## src/rtl/acq_search_ctrl.sv

```systemverilog
// GPS acquisition search controller: sweeps Doppler bins x code phases, confirms the peak, reports lock.
// Optional ACQ_PEAK_MAG_EN adds peak_mag_o exposing the stored best magnitude.
module acq_search_ctrl #(
   parameter int MAG_W           = 24,
   parameter int NUM_BINS        = 21,
   parameter int DOPPLER_STEP_HZ = 500,
   parameter int MAX_RETRY       = 3
) (
   input  logic              clk,
   input  logic              rst_n,
   input  logic              start_i,
   input  logic              abort_i,
   input  logic [5:0]        sv_id_i,
   input  logic [MAG_W-1:0]  threshold_i,
   output logic [4:0]        bin_o,
   output logic [9:0]        phase_o,
   input  logic              corr_valid_i,
   output logic              corr_ready_o,
   input  logic [MAG_W-1:0]  corr_mag_i,
   output logic [2:0]        state_o,
   output logic              res_valid_o,
   input  logic              res_ready_i,
   output logic [31:0]       res_o,
   output logic              fail_o
`ifdef ACQ_PEAK_MAG_EN
   ,
   output logic [MAG_W-1:0]  peak_mag_o
`endif
);

   typedef enum logic [2:0] {
      ACQ_IDLE    = 3'd0,
      ACQ_SEARCH  = 3'd1,
      ACQ_CONFIRM = 3'd2,
      ACQ_LOCKED  = 3'd3,
      ACQ_TIMEOUT = 3'd4
   } acq_state_e;

   localparam int         RW         = (MAX_RETRY < 2) ? 1 : $clog2(MAX_RETRY + 1);
   localparam int         HALF_BINS  = (NUM_BINS - 1) / 2;
   localparam logic [4:0] LAST_BIN   = 5'(NUM_BINS - 1);
   localparam logic [9:0] LAST_PHASE = 10'd1022;

   acq_state_e        state_q, state_d;
   logic [5:0]        sv_q, sv_d;
   logic [MAG_W-1:0]  thr_q, thr_d;
   logic [4:0]        bin_q, bin_d;
   logic [9:0]        phase_q, phase_d;
   logic [MAG_W-1:0]  best_q, best_d;
   logic [4:0]        best_bin_q, best_bin_d;
   logic [9:0]        best_phase_q, best_phase_d;
   logic [RW-1:0]     retry_q, retry_d;
   logic [31:0]       res_q, res_d;

   logic              accept;
   logic              new_best;
   logic [MAG_W-1:0]  cand_mag;
   logic [4:0]        cand_bin;
   logic [9:0]        cand_phase;
   logic [15:0]       doppler_hz;

   assign corr_ready_o = (state_q == ACQ_SEARCH) || (state_q == ACQ_CONFIRM);
   assign accept       = corr_valid_i && corr_ready_o;
   // Strict compare keeps the earliest cell on ties; the final cell's sample counts toward the decision.
   assign new_best     = accept && (corr_mag_i > best_q);
   assign cand_mag     = new_best ? corr_mag_i : best_q;
   assign cand_bin     = new_best ? bin_q      : best_bin_q;
   assign cand_phase   = new_best ? phase_q    : best_phase_q;
   assign doppler_hz   = 16'((32'(best_bin_q) - 32'(HALF_BINS)) * 32'(DOPPLER_STEP_HZ));

   always_comb begin
      state_d      = state_q;
      sv_d         = sv_q;
      thr_d        = thr_q;
      bin_d        = bin_q;
      phase_d      = phase_q;
      best_d       = best_q;
      best_bin_d   = best_bin_q;
      best_phase_d = best_phase_q;
      retry_d      = retry_q;
      res_d        = res_q;
      case (state_q)
         ACQ_IDLE: begin
            if (start_i) begin
               sv_d         = sv_id_i;
               thr_d        = threshold_i;
               bin_d        = '0;
               phase_d      = '0;
               best_d       = '0;
               best_bin_d   = '0;
               best_phase_d = '0;
               retry_d      = '0;
               state_d      = ACQ_SEARCH;
            end
         end
         ACQ_SEARCH: begin
            if (accept) begin
               best_d       = cand_mag;
               best_bin_d   = cand_bin;
               best_phase_d = cand_phase;
               if (bin_q == LAST_BIN && phase_q == LAST_PHASE) begin
                  bin_d   = cand_bin;
                  phase_d = cand_phase;
                  state_d = (cand_mag > thr_q) ? ACQ_CONFIRM : ACQ_TIMEOUT;
               end else if (phase_q == LAST_PHASE) begin
                  phase_d = '0;
                  bin_d   = bin_q + 5'd1;
               end else begin
                  phase_d = phase_q + 10'd1;
               end
            end
         end
         ACQ_CONFIRM: begin
            if (accept) begin
               if (corr_mag_i > thr_q) begin
                  res_d   = {sv_q, doppler_hz, best_phase_q};
                  state_d = ACQ_LOCKED;
               end else begin
                  retry_d = retry_q + RW'(1);
                  if (retry_q == RW'(MAX_RETRY - 1)) state_d = ACQ_TIMEOUT;
               end
            end
         end
         ACQ_LOCKED: begin
            if (res_ready_i) state_d = ACQ_IDLE;
         end
         ACQ_TIMEOUT: state_d = ACQ_IDLE;
         default:     state_d = ACQ_IDLE;
      endcase
      if (abort_i) state_d = ACQ_IDLE;
   end

   always_ff @(posedge clk or negedge rst_n) begin
      if (!rst_n) begin
         state_q      <= ACQ_IDLE;
         sv_q         <= '0;
         thr_q        <= '0;
         bin_q        <= '0;
         phase_q      <= '0;
         best_q       <= '0;
         best_bin_q   <= '0;
         best_phase_q <= '0;
         retry_q      <= '0;
         res_q        <= '0;
      end else begin
         state_q      <= state_d;
         sv_q         <= sv_d;
         thr_q        <= thr_d;
         bin_q        <= bin_d;
         phase_q      <= phase_d;
         best_q       <= best_d;
         best_bin_q   <= best_bin_d;
         best_phase_q <= best_phase_d;
         retry_q      <= retry_d;
         res_q        <= res_d;
      end
   end

   assign state_o     = state_q;
   assign bin_o       = bin_q;
   assign phase_o     = phase_q;
   assign res_valid_o = (state_q == ACQ_LOCKED);
   assign fail_o      = (state_q == ACQ_TIMEOUT);
   assign res_o       = res_q;
`ifdef ACQ_PEAK_MAG_EN
   assign peak_mag_o  = best_q;
`endif

endmodule

```

## config.mk

```make
export PLATFORM = sky130hd
export DESIGN_NAME = acq_search_ctrl
export DESIGN_NICKNAME = d
export VERILOG_FILES = /design/src/rtl/acq_search_ctrl.sv
export SDC_FILE = /design/constraint.sdc
export NUM_CORES = 1
export LEC_CHECK = 0
export CORE_ASPECT_RATIO = 0.9
export CORE_MARGIN = 2
export CORE_UTILIZATION = 45
export DETAILED_ROUTE_END_ITERATION = 6
export GPL_TIMING_DRIVEN = 0
export PLACE_DENSITY_LB_ADDON = 0.05
export SLEW_MARGIN = 25
export SYNTH_ARGS = -nofsm -noshare
export SYNTH_HDL_FRONTEND = slang
export SYNTH_SLANG_ARGS = --single-unit
```

## constraint.sdc

```tcl
create_clock -name clk -period 5.1 [get_ports clk]
set_input_delay 0.51 -clock clk [delete_from_list [all_inputs] [get_ports clk]]
set_output_delay 0.51 -clock clk [all_outputs]
set_load 0.005 [all_outputs]
```

# [Yosys cells after proc, flatten, opt, wreduce, memory -nomap -nowiden]
# Index checks and enable logic that the tools add are counted.
[op_classes] addsub=4 multipliers=1 order_cmp=3 n_eq_ne=18 n_mux=34 reduce_logical=13
[op_table] operator="$gt 24x24->1" n=3
[op_table] operator="$mux 24" n=3
[op_table] operator="$mux 10" n=6
[op_table] operator="$pmux 24 s2" n=1
[op_table] operator="$pmux 10 s2" n=2
[op_table] operator="$mul 32x7->14 const B" n=1
[op_table] operator="$mux 5" n=6
[op_table] operator="$mux 3" n=9
[op_table] operator="$pmux 5 s2" n=2
[op_table] operator="$pmux 3 s4" n=1
[op_table] operator="$add 10x1->10 const B" n=1
[op_table] operator="$eq 10x10->1 const B" n=1
[op_table] operator="$ne 3x3->1 const B" n=3
[op_table] operator="$ne 2x2->1 const B" n=4
[op_table] operator="$reduce_and 4->1" n=2
[op_table] operator="$eq 3x2->1 const B" n=2
[op_table] operator="$mux 2" n=3
[op_table] operator="$ne 3x2->1 const B" n=2
[op_table] operator="$reduce_and 3->1" n=2
[op_table] operator="$reduce_and 6->1" n=1
[op_table] operator="$sub 5x4->6 const B" n=1
[op_table] operator="$add 5x1->5 const B" n=1
[op_table] operator="$eq 5x5->1 const B" n=1
[op_table] operator="$ne 4x2->1 const B" n=1
[op_table] operator="other kinds (11)" n=14
[word_totals] ff_bits=119 inputBits=60 out_inout_bits=53

# [Logic depth before layout (Yosys ltp)]
[depth] word_depth=11 mapped_depth=23 ltp_nobuf=21

# [Least setup slack after synthesis]
# Ideal clock, no wire load.
[synth_path] path_type="register to register" startpoint="register best_bin_q[1]" endpoint="register res_q[24] (netlist: res_o[24])" setup_time_ns=0.128 arrival_time_ns=5.194 t_required_ns=4.972 setup_slack_ns=-0.222 stages_incl_launch_ff=24 n_path_buf=2 period_less_slack_ns=5.322 cell_sequence="dfrtp_1 clkbuf_1 inv_1 ha_1 nor2b_1 or2_2 clkbuf_1 inv_1 ha_1 inv_1 fa_1 inv_1 fa_1 inv_1 fa_1 inv_1 ha_1 nand3_1 o211ai_1 o41ai_1 o21bai_1 a21oi_1 xnor2_1 o21ai_0"
[synth_between] elab_chain_len=2
[synth_lines] element="start: declaration" line_no="50" text="logic [4:0] best_bin_q, best_bin_d;"
[synth_lines] element="start signal: assignment" line_no="152" text="best_bin_q <= best_bin_d;"
[synth_lines] element="$sub 5x4->6" line_no="69" text="assign doppler_hz = 16'((32'(best_bin_q) - 32'(HALF_BINS)) * 32'(DOPPLER_STEP_HZ));"
[synth_lines] element="$mul 32x7->14" line_no="69"
[synth_lines] element="end signal: assignment" line_no="155" text="res_q <= res_d;"
[synth_lines] element="end: declaration" line_no="53" text="logic [31:0] res_q, res_d;"
# Every way passes these cells.
# A chain may end at the register's enable or synchronous reset.

# [Worst setup path after layout]
[layout_path] startpoint="input port corr_mag_i[22]" endpoint="register state_q[2] (netlist: state_o[2])"
[layout_between] elab_chain_len=9 elab_cells_between_ends=14
[layout_lines] element="start: declaration" line_no="19" text="input logic [MAG_W-1:0] corr_mag_i,"
[layout_lines] element="$gt 24x24->1" line_no="65" text="assign new_best = accept && (corr_mag_i > best_q);"
[layout_lines] element="$logic_and 1x1->1" line_no="65"
[layout_lines] element="$mux 24" line_no="66" text="assign cand_mag = new_best ? corr_mag_i : best_q;"
[layout_lines] element="$gt 24x24->1" line_no="104" text="state_d = (cand_mag > thr_q) ? ACQ_CONFIRM : ACQ_TIMEOUT;"
[layout_lines] element="$mux 3" line_no="104"
[layout_lines] element="$mux 3" line_no="101" text="if (bin_q == LAST_BIN && phase_q == LAST_PHASE) begin"
[layout_lines] element="$mux 3" line_no="97" text="if (accept) begin"
[layout_lines] element="$pmux 3 s4" line_no="82" text="case (state_q)"
[layout_lines] element="$mux 3" line_no="130" text="if (abort_i) state_d = ACQ_IDLE;"
[layout_lines] element="end signal: assignment" line_no="146" text="state_q <= state_d;"
[layout_lines] element="end: declaration" line_no="44" text="acq_state_e state_q, state_d;"
# Several ways; a longest one is shown, not always the timed one. The select of a mux whose other input is x is not followed.

==> flow_summary_export.csv <==
group,metric,value,unit
outcome,run_status,"complete, no violations",
sta,min_period,4.83,ns
sta,skew,0.00846,ns
sta,worstMarginPinSlew,0.707,ns
worst_setup_path,worstReg2RegStart,"best_bin_q[1]",
clocking,path_clk_slew,0.05,ns
placement,portBuffers,109,
sta,finalCritPeriodShare,94.7,%
floorplanning,core_area,0.0177,mm²
synthesis,postSynthAreaPerCell,9.50,µm²
sta,fmax,0.207,GHz
route,ant_nets,0,
clocking,clock_latency,0.43,ns
power_and_ir_drop,worst_ir_drop_vdd,0.241,mV
sta,slew_headroom,52.8,%
floorplanning,die-area,0.0194,mm²
sta,rsz0062_at_grt,"false",
clocking,root_buffer,"clkbuf_16",
synthesis,synth.distinct_cells,59,
worst_setup_path,cp.arrival,5.16,ns
grt,grt_pass1_vias,6736,
worst_setup_path,cp_max_fo,10,
route,wl_per_cell,16.8,µm
synthesis,synthCells,865,
job,cap_violations,0,
grt,antenna_found_initial,0,
synthesis,synth_edf_count,0,
worst_setup_path,worstSetupStartpoint,"corr_mag_i[22]",
worst_setup_path,cp-end-kind,"flop",
finish,antenna_cells,0,
floorplanning,io_pins,113,
grt,grt_max_degree,89,
clocking,cts_buffer_depth,2,
placement,gp_congestion,0.880,
route,drtIter0Drc,239,
finish,syn_to_final_growth,25.6,%
worst_hold_path,hold_path_class,"reg -> reg",
power_and_ir_drop,power_density,310,mW/mm²
power_and_ir_drop,p_leak,4.65,nW
synthesis,yosysWarnings,0,
worst_setup_path,crit_chain,"clkdlybuf4s50_1 > ha_1 > nand4_1 > nor4_4 > o21a_1 > o31ai_1 > a21boi_2 > buf_4 > buf_4 > nand2_1 > o21ai_0 > ha_1 > a21oi_1 > o21ai_0 > a2111oi_1 > o22ai_1 > a22oi_1 > nand3_1 > a221oi_2",
power_and_ir_drop,report.power.total,3.20,mW
clocking,cts_buffers,17,
sta,slew_viol_final,0,
grt,grt_overflow,0,
synthesis,ys.flop_type,"dfrtp_1",
worst_setup_path,r2r_cells,21,
worst_setup_path,crit_type,"in -> reg",
power_and_ir_drop,switchingPower,1.02,mW
finish,final_common_cell,"dfrtp_1",
sta,final-hold-violation-count,0,
power_and_ir_drop,p_comb_share,28.9,%
route,first_pass_iters,5,
route,drc,0,
worst_setup_path,r2r_end,"res_o[24]",
grt,grt_pass1_wl,35.4,mm
worst_setup_path,cp_slowest_stage_delay,0.51,ns
clocking,numClockSinks,119,
floorplanning,die_x,146,µm
floorplanning,start_util,46.3,%
clocking,htreeDepth,4,
floorplanning,die_h,132,µm
worst_hold_path,hold_start,"res_o[19]",
power_and_ir_drop,p_clk_share,35.1,%
finish,most-common-layout-cells,"117 x dfrtp_1, 108 x clkdlybuf4s50_1, 105 x ha_1",
synthesis,netlist_area,0.00822,mm²
clocking,cts_tree,"built",
finish,utilization,58.2,%
finish,drive_gt1_share,9.74,%
power_and_ir_drop,internal-power,2.18,mW
worst_setup_path,endpoint,"state_o[2]",
worst_setup_path,r2r_slack,0.30,ns
route,viasPerCell,5.39,
finish,fill_cells,1624,
sta,setup_viol,0,
power_and_ir_drop,power.share.switching,31.8,%
worst_setup_path,crit_path_top_delay_cell,"clkdlybuf4s50_1",
synthesis,ys_seq_area_share,36.2,%
synthesis,synthArstFlopShare,100,%
power_and_ir_drop,power_frac_seq,36.0,%
worst_setup_path,startpoint_type,"input port",
floorplanning,rows,46,
worst_setup_path,worst_ep_required_time,5.43,ns
grt,grt_util_all_layers,23.0,%
synthesis,synth_seq_cells,119,
route,wirelength,21.1,mm
finish,final_nets,1183,
placement,dpl.hpwl,15.8,mm
route,vias,6772,
## registers in the layout (all words and copies together), names as in the netlist, 3 cells and up
register	count
best_q	24
thr_q	24
best_phase_q	10
best_bin_q	5
phase_o	10
res_o	30
bin_o	5
state_o	3
sv_q	6
## cells by family (layout without fill, tap and decap cells)
| family | after synthesis | count (layout) | synth area share, % |
|---|---|---|---|
| DFF | 119 | 119 | 36.2 |
| buffers and inverters | 131 | 281 | 6.40 |
| adders and majority gates | 120 | 120 | 19.6 |
| other | 1 | 2 | 0.0456 |
| xor gates and xnor gates | 29 | 29 | 3.09 |
| muxes | 32 | 32 | 4.33 |
| and+or+nand+nor | 185 | 185 | 10.3 |
| AOI/OAI and AO/OA | 248 | 248 | 20.0 |
## Yosys cell counts, drive strengths merged, types with 21 or more instances
library cell | count | area [µm²]
nor2 | 35 | 131
a22o | 42 | 368
nand2 | 86 | 323
o21ai | 76 | 384
dfrtp | 119 | 2980
a21oi | 51 | 259
clkbuf | 28 | 105
xnor2 | 21 | 184
mux2 | 28 | 315
ha | 105 | 1310
inv | 88 | 330
## worst max-delay path, delay by kind of cell
family,cells,cell delay (ns)
AO/OA/AOI/OAI,10,2.14
adder cells (fa/ha/maj),2,0.65
buffers and inverters,3,1.01
AND/OR/NAND/NOR,4,0.82
## power by group through the flow
| stage | clock [mW] | sequential, mW | combinational [mW] |
|---|---|---|---|
| finish | 1.12 | 1.15 | 0.924 |
| global route | 1.18 | 1.17 | 1.05 |
| CTS | 1.14 | 1.15 | 0.927 |
| detailed placement | 0 | 1.17 | 0.920 |
| global placement | 0 | 1.17 | 0.905 |
| floorplan | 0 | 1.16 | 0.533 |
## what timing repair did
action | CTS | global route
endpoints found under the hold margin | 31 | 0
hold buffers | 1 | 0
setup buffers | 1 | 9
gates resized for setup | 5 | 14
gates cloned | 0 | 0
pin swaps | 0 | 3
endpoints found under the setup margin | 7 | 5
## final cells by class
type	instances	area [µm²]	share of cell area, %
multi-input cells	616	4770	46.2
clock inverters	9	77.6	0.752
well taps	240	300	2.91
inverters	88	334	3.24
flip-flops and latches	119	2980	28.9
repair buffers	121	1210	11.7
clock buffers	23	458	4.44
plain buffers	40	189	1.83
## how the worst min path moves through the flow
stage,slack [ns],cells after the start,to
finish,0.48,2,res_o[19]
global placement,0.46,2,res_o[19]
detailed placement,0.39,1,thr_q[6]
global route,0.49,2,res_o[25]
floorplan,0.21,0,best_bin_q[0]
CTS,0.48,2,res_o[19]
## routing by layer
layer | part of all wire, % | global-route usage, % | vias to the layer above
met4 | 0.70 | 4.91 | 0
met5 | 0 | 0 | -
li1 | - | - | 3354
met1 | 51 | 33.8 | 3260
met2 | 44 | 35.0 | 145
met3 | 4.4 | 4.84 | 13
## per-stage QoR
| stage | worst slack [ns] | hold WS, ns | setup TNS, ns | instance area, µm² | instances |
|---|---|---|---|---|---|
| after global routing | 0.00802 | 0.493 | 0 | 10300 | 1256 |
| final | 0.269 | 0.475 | 0 | 10300 | 1256 |
| after global placement | -1.43 | 0.462 | -171.81 | 9610 | 1215 |
| after detailed placement | -0.572 | 0.390 | -2.66 | 9640 | 1216 |
| after CTS | 0.0178 | 0.482 | 0 | 10200 | 1247 |
| after floorplan | 0.0557 | 0.214 | 0 | 8220 | 866 |
No activity file was read; power rests on OpenSTA's default activity.
